### config.mk
export PLATFORM = sky130hd
export DESIGN_NAME = dkong3_snd_rom_arb
export DESIGN_NICKNAME = d
export VERILOG_FILES = /design/src/rtl/dkong3_snd_rom_arb.sv
export SDC_FILE = /design/constraint.sdc
export NUM_CORES = 1
export LEC_CHECK = 0
export ABC_AREA = 0
export CAP_MARGIN = 20
export CORE_MARGIN = 2
export CORE_UTILIZATION = 35
export DETAILED_ROUTE_END_ITERATION = 12
export PLACE_DENSITY_LB_ADDON = 0.05
export SYNTH_ARGS = -nofsm -noshare
export SYNTH_HDL_FRONTEND = slang
export SYNTH_SLANG_ARGS = --single-unit
### constraint.sdc
create_clock -name I_CLK_24M -period 2.1 [get_ports I_CLK_24M]
set_input_delay 0.21 -clock I_CLK_24M [delete_from_list [all_inputs] [get_ports I_CLK_24M]]
set_output_delay 0.21 -clock I_CLK_24M [all_outputs]
set_load 0.1 [all_outputs]
### src/rtl/dkong3_snd_rom_arb.sv
// dkong3_snd_rom_arb
//
// Shares one 16 KB single-port synchronous program memory between the two
// 2A03 sound sub CPUs (sub 1 ROM 5L in the lower 8 KB, sub 2 ROM 6M in the
// upper 8 KB) and the ROM download path.
//
// Ports:
//   I_CLK_24M               sole clock, rising edge
//   I_RST                   synchronous active-high reset
//   I_SUB1_REQ/I_SUB1_ADDR  sub 1 read strobe and 13-bit byte address
//   I_SUB2_REQ/I_SUB2_ADDR  sub 2 read strobe and 13-bit byte address
//   I_DL_ACTIVE             download in progress, holds off sub reads
//   I_DLADDR/I_DLDATA/I_DLWR download address, byte and write strobe
//   O_MEM_ADDR/O_MEM_DO     memory address (bit 13 selects sub 2) and write byte
//   O_MEM_WE/O_MEM_RE       memory write / read enables
//   I_MEM_DI                memory read byte, valid MEM_LAT cycles after RE
//   O_SUBn_DO/O_SUBn_VALID  last fetched byte per sub and its update pulse
//   O_DL_OVF                sticky: an unserved download byte was overwritten
//   O_BUSY                  access in progress or any request pending
//
// Request semantics: every request input is a one-cycle strobe with no
// back-pressure. A strobe is latched into a pending flag on the edge it is
// sampled (address/data overwritten on that edge) and the flag is held until
// the arbiter grants it; a strobe on the same edge as the grant re-arms the
// flag. The result comes back as a one-cycle VALID pulse with the byte held
// on the matching DO output until that sub's next fetch completes.

module dkong3_snd_rom_arb #(
    parameter logic [16:0] SUB1_BASE = 17'h0A000,
    parameter logic [16:0] SUB2_BASE = 17'h0C000,
    parameter int          MEM_LAT   = 1
) (
    input  logic        I_CLK_24M,
    input  logic        I_RST,
    input  logic        I_SUB1_REQ,
    input  logic [12:0] I_SUB1_ADDR,
    input  logic        I_SUB2_REQ,
    input  logic [12:0] I_SUB2_ADDR,
    input  logic        I_DL_ACTIVE,
    input  logic [16:0] I_DLADDR,
    input  logic [7:0]  I_DLDATA,
    input  logic        I_DLWR,
    output logic [13:0] O_MEM_ADDR,
    output logic [7:0]  O_MEM_DO,
    output logic        O_MEM_WE,
    output logic        O_MEM_RE,
    input  logic [7:0]  I_MEM_DI,
    output logic [7:0]  O_SUB1_DO,
    output logic        O_SUB1_VALID,
    output logic [7:0]  O_SUB2_DO,
    output logic        O_SUB2_VALID,
    output logic        O_DL_OVF,
    output logic        O_BUSY
);

    localparam logic [1:0]  LAT_CNT = 2'(MEM_LAT);
    localparam logic [16:0] WIN_SZ  = 17'h02000;

    typedef enum logic [1:0] {
        ST_IDLE = 2'd0,
        ST_RD   = 2'd1,
        ST_WAIT = 2'd2,
        ST_WR   = 2'd3
    } state_t;

    state_t      state;
    state_t      state_nx;

    logic        p1;
    logic [12:0] p1_addr;
    logic        p2;
    logic [12:0] p2_addr;
    logic        pd;
    logic [13:0] pd_addr;
    logic [7:0]  pd_data;

    // rr = 0 favours sub 1 on a tie, rr = 1 favours sub 2.
    logic        rr;
    // Sub that owns the read in flight: 0 = sub 1, 1 = sub 2.
    logic        gnt_id;
    logic [1:0]  cnt;

    logic        gnt_pd;
    logic        gnt_s1;
    logic        gnt_s2;
    logic        cap;

    // Download window decode. Sub 1 wins if the windows were ever overlapped.
    logic [16:0] off1;
    logic [16:0] off2;
    logic        in1;
    logic        in2;
    logic        dl_hit;
    logic [13:0] dl_map;

    assign off1   = I_DLADDR - SUB1_BASE;
    assign off2   = I_DLADDR - SUB2_BASE;
    assign in1    = (I_DLADDR >= SUB1_BASE) && (off1 < WIN_SZ);
    assign in2    = (I_DLADDR >= SUB2_BASE) && (off2 < WIN_SZ);
    assign dl_hit = I_DLWR && (in1 || in2);
    assign dl_map = in1 ? {1'b0, off1[12:0]} : {1'b1, off2[12:0]};

    always_comb begin
        state_nx = state;
        gnt_pd   = 1'b0;
        gnt_s1   = 1'b0;
        gnt_s2   = 1'b0;
        cap      = 1'b0;
        case (state)
            ST_IDLE: begin
                if (pd) begin
                    gnt_pd   = 1'b1;
                    state_nx = ST_WR;
                end else if (!I_DL_ACTIVE && (p1 || p2)) begin
                    if (p1 && (!p2 || !rr)) gnt_s1 = 1'b1;
                    else                    gnt_s2 = 1'b1;
                    state_nx = ST_RD;
                end
            end
            ST_WR:   state_nx = ST_IDLE;
            ST_RD:   state_nx = ST_WAIT;
            ST_WAIT: begin
                // <= guards against a zero count ever wrapping the counter.
                if (cnt <= 2'd1) begin
                    cap      = 1'b1;
                    state_nx = ST_IDLE;
                end
            end
            default: state_nx = ST_IDLE;
        endcase
    end

    always_ff @(posedge I_CLK_24M) begin
        if (I_RST) begin
            state        <= ST_IDLE;
            p1           <= 1'b0;
            p1_addr      <= '0;
            p2           <= 1'b0;
            p2_addr      <= '0;
            pd           <= 1'b0;
            pd_addr      <= '0;
            pd_data      <= '0;
            rr           <= 1'b0;
            gnt_id       <= 1'b0;
            cnt          <= '0;
            O_MEM_ADDR   <= '0;
            O_MEM_DO     <= '0;
            O_MEM_WE     <= 1'b0;
            O_MEM_RE     <= 1'b0;
            O_SUB1_DO    <= '0;
            O_SUB1_VALID <= 1'b0;
            O_SUB2_DO    <= '0;
            O_SUB2_VALID <= 1'b0;
            O_DL_OVF     <= 1'b0;
        end else begin
            state        <= state_nx;
            O_MEM_WE     <= 1'b0;
            O_MEM_RE     <= 1'b0;
            O_SUB1_VALID <= 1'b0;
            O_SUB2_VALID <= 1'b0;

            if (gnt_pd) begin
                O_MEM_ADDR <= pd_addr;
                O_MEM_DO   <= pd_data;
                O_MEM_WE   <= 1'b1;
            end else if (gnt_s1) begin
                O_MEM_ADDR <= {1'b0, p1_addr};
                O_MEM_RE   <= 1'b1;
                gnt_id     <= 1'b0;
                rr         <= 1'b1;
            end else if (gnt_s2) begin
                O_MEM_ADDR <= {1'b1, p2_addr};
                O_MEM_RE   <= 1'b1;
                gnt_id     <= 1'b1;
                rr         <= 1'b0;
            end

            if (state == ST_RD)        cnt <= LAT_CNT;
            else if (state == ST_WAIT) cnt <= cnt - 2'd1;

            if (cap) begin
                if (gnt_id) begin
                    O_SUB2_DO    <= I_MEM_DI;
                    O_SUB2_VALID <= 1'b1;
                end else begin
                    O_SUB1_DO    <= I_MEM_DI;
                    O_SUB1_VALID <= 1'b1;
                end
            end

            // Set has priority over the clear from a grant on the same edge.
            if (I_SUB1_REQ) begin
                p1      <= 1'b1;
                p1_addr <= I_SUB1_ADDR;
            end else if (gnt_s1) begin
                p1 <= 1'b0;
            end

            if (I_SUB2_REQ) begin
                p2      <= 1'b1;
                p2_addr <= I_SUB2_ADDR;
            end else if (gnt_s2) begin
                p2 <= 1'b0;
            end

            // A byte being granted this edge is already on its way to the
            // memory, so replacing it is not an overflow.
            if (dl_hit) begin
                pd      <= 1'b1;
                pd_addr <= dl_map;
                pd_data <= I_DLDATA;
                if (pd && !gnt_pd) O_DL_OVF <= 1'b1;
            end else if (gnt_pd) begin
                pd <= 1'b0;
            end
        end
    end

    assign O_BUSY = (state != ST_IDLE) || p1 || p2 || pd;

endmodule

# Word-level counts from Yosys, hierarchy flattened
# Cells that the tools add are included.
word_totals:
  elab_cells: 105
  ff_bits: 100
  inputBits: 65
  output_inout_bits: 44
op_classes:
  n_mux: 36
  n_lt_le_gt_ge: 5
  reduce_logical: 32
  add_sub_neg: 3
  n_eq_ne: 5
  bitwise: 3
op_table:
  columns: ["op", "n"]
  rows:
  - ["$mux W14", 4]
  - ["$ge A17 B16 Y1 const B", 2]
  - ["$lt A17 B14 Y1 const B", 2]
  - ["$sub A17 B16 Y17 const B", 2]
  - ["$mux W1", 28]
  - ["$reduce_bool A2 Y1", 6]
  - ["$reduce_and A2 Y1", 5]
  - ["$pmux W2 S4", 1]
  - ["$logic_and A1 B1 Y1", 6]
  - ["$logic_or A1 B1 Y1", 6]
  - ["$mux W2", 3]
  - ["$reduce_or A2 Y1", 3]
  - ["$eq A2 B2 Y1 const B", 2]
  - ["$logic_not A1 Y1", 4]
  - ["$ne A3 B3 Y1 const B", 1]
  - ["$not A1 Y1", 3]
  - ["$reduce_bool A3 Y1", 1]
  - ["$eq A2 B1 Y1 const B", 1]
  - ["$le A2 B1 Y1 const B", 1]
  - ["$logic_not A2 Y1", 1]
  - ["$ne A2 B2 Y1 const B", 1]
  - ["$sub A2 B1 Y2 const B", 1]

# Depth between registers and ports, before layout
logic_depth:
  ltp_word: 10
  ltp_mapped: 8
  ltp_nobuf: 6

# Worst setup path after synthesis
# OpenSTA, ideal clock, no wires.
synth_path:
  kind: "register to output"
  start: "reg state[1]"
  end: "out O_BUSY"
  path_slack_ps: 354
  arrival_ps: 1536
  t_required_ps: 1890
  stages_incl_launch_ff: 4
  cell_sequence: "dfxtp_1 inv_1 ha_1 or4b_2"
synth_between:
  elab_chain_len: 4
synth_lines:
  columns: ["element", "line", "source"]
  rows:
  - ["from (decl)", "66", "state_t state;"]
  - ["from (signal assigned)", "156", "state <= state_nx;"]
  - ["$reduce_bool A2 Y1", "219", "assign O_BUSY = (state != ST_IDLE) || p1 || p2 || pd;"]
  - ["$logic_or A1 B1 Y1 (3 in a row)", "219", null]
  - ["to (decl)", "53", "output logic O_BUSY"]
# Every way passes these cells.

# Worst setup path after layout
# Ends and elaborated chain as after synthesis.

==> metrics.cfg <==
[sta]
finalWorstSetupSlack_ps=125
finalSetupViolations=0
relSlewSlack=0.527
rsz0062_at_grt=false
tightestPinTransition_ps=709
tns_ps=0
slew_viol_final=0
fin_worst_skew_ps=8.07
period_needed_ps=1980
min_period_over_period=0.941
fmax_mhz=506
hold_violations=0

[layout]
final_cell_mix=dfxtp_1 (100), mux2i_1 (64), clkdlybuf4s50_1 (63), buf_4 (57), nor2_1 (55)
diodes=0
nFillCells=1122
layout.cells.most_common=dfxtp_1
fin_nets=582
stdcell_area_um2=5480
area_delta_synth_final_pct=35.8
drive_gt1_frac=0.155

[setup_path]
end_kind=output port
worstPathArrival_ps=1770
path_cells=inv_2, ha_4, or4b_2, buf_12
max_stage_delay_ps=640
setup.worst_path.class=flop to output port
start_kind=flop
critPathMaxFanout=8
crit_required_ps=1890
cp_slowest_cell=or4b_2

[detailed_routing]
drc=0
drt_iter0_markers=161
vias_per_cell=4.78
firstDrtPassIters=4
wl_per_cell_um=14.5
num_vias=3142
drtAntennaViolNets=0
wl_mm=9.53

[yosys]
yosysTopAreaCell=dfxtp_1
synth_nets=476
yosysUniqueCellTypes=34
synth_area_leaders=dfxtp_1 (50%), mux2i_1 (16%), nand2b_1 (7.3%)
synth-seq-area-share=0.496
yosys_register_bits=100
ys.warnings.count=0
syn_area_per_cell_um2=9.97
synth_top_area_share=0.496
netlist_area_um2=4040
synth_cells=405

[global_routing]
grt_pass1_vias=3178
antenna_found_initial=0
grt_max_degree=51
overflow=0
grt_pass1_wl_mm=15.7
grt_use_total=0.156

[power_and_ir_drop]
combPwrFrac=0.151
clockPowerShare=0.378
switching_share=0.252
vdd_drop_max_uv=333
p_leak_nw=2.40
pwr-share-seq=0.471
power.total_mw=4.28
power_per_cell_area_nw_per_um2=780
p_switching_mw=1.08
intPower_mw=3.20

[clocking]
cts_setup_buffers=0
cts_root_buffer=clkbuf_16
path_clk_slew_ps=70
cts_resized=2
worstSkewPairLatency_ps=330
clockBufferDepth=2
clock_sinks=100
tritoncts=done
numCtsBuffers=9
cts_hold_buf=0
cts_htree_levels=3

[placed_design]
post_dp_cell_area_um2=5170
dp_worst_setup_slack_ps=-22.5
place_hpwl_mm=6.63
port_buffers=108
gp_congestion=0.703

[hold_path]
min_path_type=input pin to flop

[floorplan]
fp.dieH_um=111
rows=39
die_w_um=111
start_util=0.357
io-pin-count=109
floorplan.core_area_um2=11300
die_area_um2=12400

[job]
cap_violations=0

[status]
status=finished clean

power by group through the flow:
stage	registers, mW	logic (mW)	clock network [mW]
final	2.01	0.646	1.62
after global routing	2.02	0.694	1.75
after CTS	2.01	0.653	1.68
after detailed placement	2.06	0.644	0
after global placement	2.05	0.638	0
after floorplan	2.17	0.273	0
state kept, by name (all words and copies together), names as in the netlist:
name	count
O_SUB1_DO	8
p2_addr	13
pd	1
O_SUB2_DO	8
O_MEM_ADDR	14
O_DL_OVF	1
state	2
p1	1
O_MEM_WE	1
rr	1
gnt_id	1
pd_data	8
p1_addr	13
cnt	2
p2	1
pd_addr	14
O_SUB2_VALID	1
O_MEM_RE	1
O_SUB1_VALID	1
O_MEM_DO	8
cells in the mapped netlist, drive strengths merged:
master	instances
a211oi	3
a21boi	1
a21oi	18
a221oi	2
a222oi	13
a22oi	1
and2	2
and3	1
and3b	1
buf	12
clkbuf	15
dfxtp	100
ha	6
inv	7
mux2i	64
nand2	24
nand2b	47
nand3	3
nand3b	2
nand4b	2
nor2	55
nor2b	3
nor3	3
nor3b	1
o21ai	5
o21ba	1
o2bb2ai	11
o31ai	1
or4b	1
area by class of cell:
type	instances	area (µm²)	area share
clock inverters	4	50.0	0.00913
clock buffers	11	243	0.0443
well taps	143	179	0.0326
inverters	7	26.3	0.00479
flip-flops and latches	100	2000	0.365
repair buffers	122	1100	0.200
multi-input cells	271	1880	0.343
kinds of logic (layout without fill, tap and decap cells):
logic type	after synthesis	after routing	share of synthesized area
and+or+nand+nor	145	145	0.179
AOI/OAI and AO/OA	56	56	0.107
muxes	64	64	0.159
adders and majority gates	6	6	0.0186
DFF	100	100	0.496
buffers and inverters	34	144	0.0409
critical path, delay by kind of cell, from the launching register on:
kind	cells	cell delay, ps
simple gates	1	640
fa+ha+maj	1	170
flops	1	330
buf+inv	2	290
metal layers:
layer  up-vias  global-route usage  wire, µm
li1       1607                   -         -
met1      1448               0.205      4600
met2        83               0.259      4350
met3         4              0.0408       519
met4         0              0.0395        60
met5         -                   0         0
metrics by stage:
stage / hold slack, ps / util / std cells
6_report: 329 / 0.484 / 658
5_1_grt: 342 / 0.484 / 658
4_1_cts: 322 / 0.484 / 658
3_5_place_dp: 446 / 0.457 / 643
3_3_place_gp: 443 / 0.457 / 643
2_1_floorplan: 354 / - / 405
final timing paths:
| path | endpoint | cells after the start | slack [ps] | from |
|---|---|---|---|---|
| worst max-delay path | O_BUSY | 4 | 120 | state[1] |
| worst min-delay path | O_SUB2_DO[2] | 2 | 330 | I_RST |
| worst max register to register | O_MEM_ADDR[2] | 7 | 370 | state[1] |
| worst min register to register | O_MEM_DO[1] | 2 | 450 | pd_data[1] |
Note: power is estimated with default switching activity, not from simulation.
